**src/rtl/conv_tap_mac_pkg.sv**
```systemverilog
// conv_pkg: shared helpers for the convolution tap MAC and later 2-D stages.
//   prod_w     - width of one signed tap x coefficient product
//   acc_w      - width of the product sum (headroom for N products)
//   ident_coef - centre-tap coefficient of the identity kernel
//   round_bias - round-half-up bias added before the fixed-point shift
package conv_pkg;

    function automatic int prod_w(input int b, input int cw);
        return b + cw + 1;
    endfunction

    function automatic int acc_w(input int b, input int cw, input int n);
        return b + cw + 1 + $clog2(n);
    endfunction

    // 1.0 in the fixed-point scale, clipped to the largest positive coefficient.
    function automatic longint ident_coef(input int cw, input int shift);
        longint one_q;
        longint max_q;
        one_q = longint'(1) << shift;
        max_q = (longint'(1) << (cw - 1)) - 1;
        return (one_q > max_q) ? max_q : one_q;
    endfunction

    function automatic longint round_bias(input int shift);
        return (shift == 0) ? longint'(0) : (longint'(1) << (shift - 1));
    endfunction

endpackage

```
**src/rtl/conv_tap_mac_if.sv**
```systemverilog
// conv_tap_mac_if: streaming tap input, coefficient control and pixel output.
//   in_valid    - taps valid this cycle
//   taps[N]     - unsigned window pixels, taps[0] newest
//   frame_start - restart window fill tracking
//   coef_wr/coef_idx/coef_data - shadow coefficient bank write
//   coef_commit - copy shadow bank to active bank
//   dout/dout_valid - result pixel
// master = upstream integrator, slave = MAC.
interface conv_tap_mac_if
    import conv_pkg::*;
#(
    parameter int N  = 11,
    parameter int B  = 8,
    parameter int CW = 8
);
    logic                    in_valid;
    logic [B-1:0]            taps [N];
    logic                    frame_start;
    logic                    coef_wr;
    logic [$clog2(N)-1:0]    coef_idx;
    logic signed [CW-1:0]    coef_data;
    logic                    coef_commit;
    logic [B-1:0]            dout;
    logic                    dout_valid;

    modport master (
        output in_valid, taps, frame_start, coef_wr, coef_idx, coef_data, coef_commit,
        input  dout, dout_valid
    );

    modport slave (
        input  in_valid, taps, frame_start, coef_wr, coef_idx, coef_data, coef_commit,
        output dout, dout_valid
    );
endinterface

```
**src/rtl/conv_tap_mac_round_sat.sv**
```systemverilog
// conv_round_sat: combinational round-half-up, arithmetic shift and clamp of
// a signed accumulator to an unsigned B-bit pixel.
//   sum_i - signed accumulator (AW bits)
//   pix_o - clamped pixel (B bits)
// Optional macro CONV_TAP_MAC_ABS_OUT_EN: negative results map to their
// magnitude (edge-detect kernels) instead of clamping to 0.
module conv_round_sat
    import conv_pkg::*;
#(
    parameter int B     = 8,
    parameter int AW    = 21,
    parameter int SHIFT = 7
) (
    input  logic signed [AW-1:0] sum_i,
    output logic        [B-1:0]  pix_o
);
    // One extra bit so adding the bias can never wrap.
    localparam int RW = AW + 1;
    localparam logic signed [RW-1:0] BIAS    = RW'(round_bias(SHIFT));
    localparam logic signed [RW-1:0] PIX_MAX = RW'((longint'(1) << B) - 1);

    function automatic logic signed [RW-1:0] round_shift(input logic signed [AW-1:0] s);
        return (RW'(s) + BIAS) >>> SHIFT;
    endfunction

    function automatic logic [B-1:0] sat_pix(input logic signed [RW-1:0] v);
        if (v < 0)            return '0;
        else if (v > PIX_MAX) return '1;
        else                  return v[B-1:0];
    endfunction

    logic signed [RW-1:0] r;
    logic signed [RW-1:0] mag;

    always_comb begin
        r = round_shift(sum_i);
`ifdef CONV_TAP_MAC_ABS_OUT_EN
        mag = (r < 0) ? -r : r;
`else
        mag = r;
`endif
        pix_o = sat_pix(mag);
    end
endmodule

```
**src/rtl/conv_tap_mac.sv**
```systemverilog
// conv_tap_mac: streaming N-tap convolution MAC behind the pixel shift register.
// Three register stages (multiply, sum, round/saturate), one sample per cycle.
// Coefficients are double-buffered: shadow bank written by coef_wr, copied
// atomically to the active bank by coef_commit.
//   clk, rst - clock, synchronous active-high reset
//   bus      - conv_tap_mac_if slave (taps in, coefficient control, dout out)
// Optional macro CONV_TAP_MAC_ABS_OUT_EN (in conv_round_sat): output |r|.
module conv_tap_mac
    import conv_pkg::*;
#(
    parameter int N     = 11,
    parameter int B     = 8,
    parameter int CW    = 8,
    parameter int SHIFT = 7
) (
    input  logic               clk,
    input  logic               rst,
    conv_tap_mac_if.slave      bus
);
    localparam int PW    = prod_w(B, CW);
    localparam int AW    = acc_w(B, CW, N);
    localparam int CNT_W = $clog2(N + 2);
    localparam logic signed [CW-1:0] ID_COEF = CW'(ident_coef(CW, SHIFT));

    logic signed [CW-1:0] shadow_q [N];
    logic signed [CW-1:0] active_q [N];

    logic [CNT_W-1:0]     cnt_q, cnt_d;
    logic                 vld_p0;
    logic signed [PW-1:0] prod_p1_q [N];
    logic                 vld_p1_q;
    logic signed [AW-1:0] sum_d, sum_p2_q;
    logic                 vld_p2_q;
    logic [B-1:0]         pix_p3;
    logic [B-1:0]         dout_q;
    logic                 dout_valid_q;

    // Commit copies the shadow value from before any same-cycle write.
    always_ff @(posedge clk) begin
        if (rst) begin
            for (int i = 0; i < N; i++) begin
                shadow_q[i] <= (i == N / 2) ? ID_COEF : '0;
                active_q[i] <= (i == N / 2) ? ID_COEF : '0;
            end
        end else begin
            if (bus.coef_commit)
                active_q <= shadow_q;
            if (bus.coef_wr && (int'(bus.coef_idx) < N))
                shadow_q[bus.coef_idx] <= bus.coef_data;
        end
    end

    // Window fill: a sample is valid only once N samples of this frame exist.
    always_comb begin
        logic [CNT_W-1:0] base;
        logic [CNT_W-1:0] inc;
        base   = bus.frame_start ? '0 : cnt_q;
        inc    = base + CNT_W'(1);
        cnt_d  = base;
        vld_p0 = 1'b0;
        if (bus.in_valid) begin
            cnt_d  = (inc > CNT_W'(N)) ? CNT_W'(N) : inc;
            vld_p0 = (inc >= CNT_W'(N));
        end
    end

    always_ff @(posedge clk) begin
        if (rst) cnt_q <= '0;
        else     cnt_q <= cnt_d;
    end

    // ---- stage p1: per-tap signed products ----
    always_ff @(posedge clk) begin
        for (int i = 0; i < N; i++)
            prod_p1_q[i] <= PW'($signed({1'b0, bus.taps[i]})) * PW'(active_q[i]);
    end

    always_ff @(posedge clk) begin
        if (rst) vld_p1_q <= 1'b0;
        else     vld_p1_q <= vld_p0;
    end

    // ---- stage p2: sum of products ----
    always_comb begin
        sum_d = '0;
        for (int i = 0; i < N; i++)
            sum_d = sum_d + AW'(prod_p1_q[i]);
    end

    always_ff @(posedge clk) begin
        sum_p2_q <= sum_d;
    end

    always_ff @(posedge clk) begin
        if (rst) vld_p2_q <= 1'b0;
        else     vld_p2_q <= vld_p1_q;
    end

    // ---- stage p3: round, shift, saturate; dout holds between valid samples ----
    conv_round_sat #(
        .B     (B),
        .AW    (AW),
        .SHIFT (SHIFT)
    ) u_round_sat (
        .sum_i (sum_p2_q),
        .pix_o (pix_p3)
    );

    always_ff @(posedge clk) begin
        if (rst) begin
            dout_q       <= '0;
            dout_valid_q <= 1'b0;
        end else begin
            dout_valid_q <= vld_p2_q;
            if (vld_p2_q)
                dout_q <= pix_p3;
        end
    end

    assign bus.dout       = dout_q;
    assign bus.dout_valid = dout_valid_q;
endmodule
```
**src/flat_wrapper.sv**
```systemverilog
// flat-port wrapper written by rule: the top's interface ports become plain ports
module conv_tap_mac_flat import conv_pkg::*;
#(
    parameter int N     = 11,
    parameter int B     = 8,
    parameter int CW    = 8,
    parameter int SHIFT = 7
)
  (clk, rst, bus_in_valid, bus_taps, bus_frame_start, bus_coef_wr, bus_coef_idx, bus_coef_data, bus_coef_commit, bus_dout, bus_dout_valid);
  conv_tap_mac_if #(.N(N), .B(B), .CW(CW)) bus_i ();
  input  logic clk;
  input  logic rst;
  input wire logic [$bits(bus_i.in_valid)-1:0] bus_in_valid;
  input wire logic [$bits(bus_i.taps)-1:0] bus_taps;
  input wire logic [$bits(bus_i.frame_start)-1:0] bus_frame_start;
  input wire logic [$bits(bus_i.coef_wr)-1:0] bus_coef_wr;
  input wire logic [$bits(bus_i.coef_idx)-1:0] bus_coef_idx;
  input wire logic [$bits(bus_i.coef_data)-1:0] bus_coef_data;
  input wire logic [$bits(bus_i.coef_commit)-1:0] bus_coef_commit;
  output wire logic [$bits(bus_i.dout)-1:0] bus_dout;
  output wire logic [$bits(bus_i.dout_valid)-1:0] bus_dout_valid;
  assign bus_i.in_valid = bus_in_valid;
  assign bus_i.taps = {>>{bus_taps}};
  assign bus_i.frame_start = bus_frame_start;
  assign bus_i.coef_wr = bus_coef_wr;
  assign bus_i.coef_idx = bus_coef_idx;
  assign bus_i.coef_data = bus_coef_data;
  assign bus_i.coef_commit = bus_coef_commit;
  assign bus_dout = bus_i.dout;
  assign bus_dout_valid = bus_i.dout_valid;
  conv_tap_mac #(.N(N), .B(B), .CW(CW), .SHIFT(SHIFT)) u_core (.clk(clk), .rst(rst), .bus(bus_i));
endmodule
```
**config.mk**
```make
export PLATFORM = sky130hd
export DESIGN_NAME = conv_tap_mac_flat
export DESIGN_NICKNAME = d
export VERILOG_FILES = /design/src/rtl/conv_tap_mac_pkg.sv /design/src/rtl/conv_tap_mac_if.sv /design/src/rtl/conv_tap_mac_round_sat.sv /design/src/rtl/conv_tap_mac.sv /design/src/flat_wrapper.sv
export SDC_FILE = /design/constraint.sdc
export NUM_CORES = 2
export LEC_CHECK = 0
export ABC_CLOCK_PERIOD_IN_PS = 9060
export CORE_ASPECT_RATIO = 1.5
export CORE_UTILIZATION = 60
export CTS_CLUSTER_DIAMETER = 100
export DETAILED_ROUTE_END_ITERATION = 6
export GPL_TIMING_DRIVEN = 0
export HOLD_SLACK_MARGIN = 0.15
export MAX_ROUTING_LAYER = met4
export PLACE_DENSITY = 0.81
export SETUP_SLACK_MARGIN = 0.05
export SYNTH_ARGS = -nofsm -noshare
export SYNTH_HDL_FRONTEND = slang
export SYNTH_SLANG_ARGS = --single-unit
```
**constraint.sdc**
```tcl
create_clock -name clk -period 9.06 [get_ports clk]
set_input_delay 1.359 -clock clk [delete_from_list [all_inputs] [get_ports clk]]
set_output_delay 1.359 -clock clk [all_outputs]
set_load 0.01 [all_outputs]
```
# ---- Yosys cells after proc, flatten, opt, wreduce, memory -nomap -nowiden
# Memory sizes are Yosys's and may differ from the RTL's.
# Cells that the tools add are included.
dict set report totals {
  n_memories 1
  word_cells 72
  latchBits 0
  regBits 212
  inputBits 106
  output_inout_bits 9
  ram_bits 187
  rom_bits 0
}
dict set report classes {
  bitwise 2
  order_cmp 7
  eq_ne 0
  n_mux 8
  reduce_logical 3
  multipliers 11
  n_div 0
  shift 0
  addsub 12
}
# memory depth word_bits read_ports rd_ports_with_merged_regs write_ports line_no
set mem_list {}
lappend mem_list {u_core.prod_p1_q 11 17 11 0 11 conv_tap_mac.sv:30} ;# logic signed [PW-1:0] prod_p1_q [N];
# operator count
set ops {}
lappend ops {{9-bit by 8-bit multiplier with 17-bit output} 11}
lappend ops {{21-bit by 17-bit adder with 21-bit output} 8}
lappend ops {{88-bit bitwise mux} 1}
lappend ops {{8-bit demux with 4-bit select} 1}
lappend ops {{8-bit 2-to-1 mux} 3}
lappend ops {{21-bit by 8-bit adder with 22-bit output, second input constant} 1}
lappend ops {{18-bit by 17-bit adder with 19-bit output} 1}
lappend ops {{17-bit by 17-bit adder with 18-bit output} 1}
lappend ops {{15-bit by 9-bit > comparator with 1-bit output, second input constant} 1}
lappend ops {{15-bit by 1-bit < comparator with 1-bit output, second input constant} 1}
lappend ops {{4-bit 2-to-1 mux} 3}
lappend ops {{5-bit greater-or-equal comparator, second input constant} 1}
lappend ops {{5-bit by 1-bit < comparator with 1-bit output, second input constant} 1}
lappend ops {{4-bit inverter with 5-bit output} 1}
lappend ops {{4-bit by 1-bit adder with 4-bit output, second input constant} 1}
lappend ops {{4-bit greater-or-equal comparator, second input constant} 1}
lappend ops {{4-bit > comparator, second input constant} 1}
lappend ops {{4-bit < comparator, second input constant} 1}
lappend ops {{1-bit logical AND} 2}
lappend ops {{2-bit OR reduction} 1}
lappend ops {{1-bit inverter} 1}

# ---- Logic depth before layout (Yosys ltp)
dict set report depth {
  ltp_word 10
  mapped_depth 23
  depth_no_buf 23
}

# ---- Hierarchy
# A second synthesis with hierarchy kept.
dict set report hier_totals {
  cells_unflattened 4184
  area_unflattened_um2 40113.5
}
# module seq_area_each_um2 n_inst cells_each area_each_um2
set modules_own_cells {}
lappend modules_own_cells {conv_tap_mac 7987.7 1 4141 39813.2}
lappend modules_own_cells {conv_round_sat 0.0 1 43 300.3}

# ---- Worst setup path before layout
# No wires, ideal clock.
dict set report synth_path {
  kind {register -> register}
  from {mem u_core.prod_p1_q[2][1] (netlist name)}
  to {reg u_core.sum_p2_q[19]}
  n_path_buf 0
  setup_ps 72
  synth_period_minus_slack_ps 6381
  arrival_ps 6309
  path_slack_ps 2679
  stages_incl_launch_ff 24
  required_ps 8988
  cell_sequence {dfxtp_1 fa_1 ha_1 fa_1 a211oi_1 o21ai_1 a2111oi_0 nor4b_1 or4_1 o21ai_1 xnor2_1 fa_1 inv_1 fa_1 fa_1 fa_1 inv_1 ha_1 a21o_1 a41o_1 a21oi_1 o21ai_0 a21oi_1 xnor2_1}
}
# element line_no
set synth_lines {}
lappend synth_lines {{start, declared} conv_tap_mac.sv:30}
lappend synth_lines {{end signal, assigned} conv_tap_mac.sv:91} ;# sum_p2_q <= sum_d;
lappend synth_lines {{end, declared} conv_tap_mac.sv:32} ;# logic signed [AW-1:0] sum_d, sum_p2_q;

==> impl_metrics.ini <==
[route]
vias = 28310
antenna_left = 0
initialDrtViolationCount = 1435
routedWlPerCell_um = 18.43
drt_pass1_iterations = 5
routed_via_density = 5.473
drcViolationCount = 0
drt-total-wl_mm = 95.34

[pwr]
switchingPower_w = 0.001526
leakagePower_nw = 21.51
p_int_w = 0.003323
pwr-share-clk_pct = 35.6
ir_worst_vdd_v = 0.0001272
cellPowerDensity_mw_per_mm2 = 112.7
power_frac_seq_pct = 38.7
sw_frac_of_total_pct = 31.47
combPwrFrac_pct = 25.6

[die]
die_height_um = 315.9
design.die.area_sq_mm = 0.06674
num_rows = 114
dieWidth_um = 211.3
floorplan.initialDensity_pct = 60.87
fp.coreArea_sq_mm = 0.06476
io_pins = 115

[synth]
ys_async_sr_fraction_pct = 0
syn_area_per_cell_sq_um = 9.588
synth_cell_types = 53
ys.flop_type = dfxtp_1
synth_area_sq_mm = 0.03942
yosysSeqAreaShare_pct = 19.96
synth_edf_count = 0
synthCells = 4111
syn_nets = 5279
yosys_warnings = 0
ys_seq_elements = 393

[global_route]
grt_pass1_vias = 30290
grt_pass1_wl_mm = 154.5
grt_max_degree = 16
grtUsageTotal_pct = 30.83
grt_overflow = 0
antenna_found_initial = 7

[sta]
period_minus_slack_ns = 7.149
setup_viol = 0
tightestPinTransition_ns = 1.505
final.setup.tns_ns = 0
fin_crit_sh_pct = 78.91
hold_ws_ns = 0.4512
max_freq_mhz = 139.9
finClkSkew_ns = 0.04271
layout_setup_ws_ns = 1.911
slew_headroom_pct = -0.3407
rsz0062_at_grt = false
hold_viol = 0
drv_slew = 10

[cts]
cts_max_level = 2
cts_tree = done
ctsResizeCount = 0
clk_path_buf_depth = 3
cts_hold_buf = 0
clock-root-buffer = clkbuf_16
clk_latency_ns = 0.60
clk_pin_slew_ns = 0.06
clkSinkCount = 393
cts_setup_buffers = 0
numCtsBuffers = 40

[placement]
place_hpwl_mm = 77.61
placed_cell_area_sq_mm = 0.04163
port_buffers = 112
globalplace.congestion = 0.9512
place_ws_ns = 2.035

[cells_and_area]
drive_gt1_share_pct = 1.816
mostFrequentLayoutCell = inv_1
layout-area-overhead-vs-synth_pct = 9.136
final_cell_mix = inv_1 (732), fa_1 (551), ha_1 (511)
fin_nets = 5433
stdcell_area_sq_mm = 0.04302

[worst_hold_path]
hp-class = reg2reg

[setup_path]
crit_required_ns = 9.56
start_kind = flip-flop
crit_fanout = 5
worstSetupEndpointType = flip-flop
crit_type = reg2reg
rrSetupSlack_ns = 1.91
arrival_ns = 7.65

[status]
violations = capacitance limit, slew limit
outcome = complete, but fails checks

[run]
cap_viol_max_count = 1
## cells in the mapped netlist, types with 18 or more instances
library cell	number	area (sq um)
a21oi_1	132	660.6
and2_1	374	2340
clkbuf_1	65	244.0
dfxtp_1	393	7868
fa_1	551	11030
ha_1	511	6394
inv_1	732	2748
mux2i_1	163	1632
nand2_1	315	1182
nand2b_1	89	556.8
nand3_1	31	155.2
nor2_1	286	1074
nor2b_1	38	237.7
nor3_1	20	100.1
o211ai_1	23	172.7
o21a_1	42	315.3
o21ai_0	42	210.2
xnor2_1	134	1174
xor2_1	18	157.7
## final cells by class
class | count | area [sq um]
multi-input combinational | 2919 | 28550
fill | 5077 | 21740
sequential | 393 | 7868
inverter | 732 | 2748
clock buffer | 52 | 1126
timing repair buffer | 112 | 1121
tap | 870 | 1089
buffer | 67 | 252.7
clock inverter | 21 | 247.7
antenna | 7 | 17.52
## stage by stage
stage / util (%) / cells / total power, W
after global routing: 66.43 / 5173 / 0.005090
final: 66.43 / 5173 / 0.004849
after detailed placement: 64.28 / 5093 / 0.003134
after floorplan: - / 4111 / 0.002756
after global placement: 64.28 / 5093 / 0.003078
after CTS: 66.40 / 5166 / 0.004859
## sequential cells by signal, summed over array words and instances, names as in the netlist
signal	count
u_core.vld_p1_q	1
u_core.shadow_q	88
u_core.cnt_q	4
u_core.bus.dout	8
u_core.active_q	88
u_core.bus.dout_valid	1
u_core.prod_p1_q	187
u_core.sum_p2_q	15
u_core.vld_p2_q	1
## power by group through the flow
stage / sequential (W) / clock, W / combinational [W]
2_1_floorplan: 0.00190 / 0 / 0.000859
3_3_place_gp: 0.00191 / 0 / 0.00117
3_5_place_dp: 0.00191 / 0 / 0.00122
4_1_cts: 0.00188 / 0.00174 / 0.00124
5_1_grt: 0.00189 / 0.00182 / 0.00139
6_report: 0.00188 / 0.00173 / 0.00124
## logic make-up (layout without fill, tap and decap cells)
kind of cell               count (synthesis)  count (layout)  synth area share [%]
DFF                                      393             393                 19.96
AOI/OAI and AO/OA                        337             337                 5.517
muxes                                    163             163                 4.139
and+or+nand+nor                         1205            1205                 15.19
buffers and inverters                    799             984                 7.612
other                                      0               7                     0
xor gates and xnor gates                 152             152                 3.377
adders and majority gates               1062            1062                 44.21
## final timing paths
check                                 startpoint                           to  cells past startpoint
setup / recovery  u_core.prod_p1_q[2][1]$_DFF_P_  u_core.sum_p2_q[19]$_DFF_P_                     23
hold / removal        u_core.vld_p1_q$_SDFF_PP0_   u_core.vld_p2_q$_SDFF_PP0_                      1
setup reg to reg  u_core.prod_p1_q[2][1]$_DFF_P_  u_core.sum_p2_q[19]$_DFF_P_                     23
hold reg to reg       u_core.vld_p1_q$_SDFF_PP0_   u_core.vld_p2_q$_SDFF_PP0_                      1
## worst max-delay path, cell delays in order (launching register included)
cell	delay, ns
dfxtp_1	0.34
fa_1	0.49
ha_1	0.25
fa_1	0.49
a211oi_1	0.34
o21ai_1	0.15
a2111oi_0	0.44
nor4b_1	0.15
or4_1	0.41
o21ai_1	0.11
xnor2_1	0.21
fa_1	0.48
inv_1	0.08
fa_1	0.43
fa_1	0.46
fa_1	0.49
inv_1	0.04
ha_1	0.32
a21o_1	0.18
a41o_1	0.20
a21oi_1	0.32
o21ai_0	0.31
a21oi_1	0.28
xnor2_1	0.13
## per-layer routing
metal,up-vias,share of wire (%),track usage [%]
li1,13210,-,-
met4,0,6.7,17.28
met1,14150,38,33.69
met5,-,0,-
met3,259,4.2,3.685
met2,688,51,54.17
No activity file was read; power rests on OpenSTA's default activity.
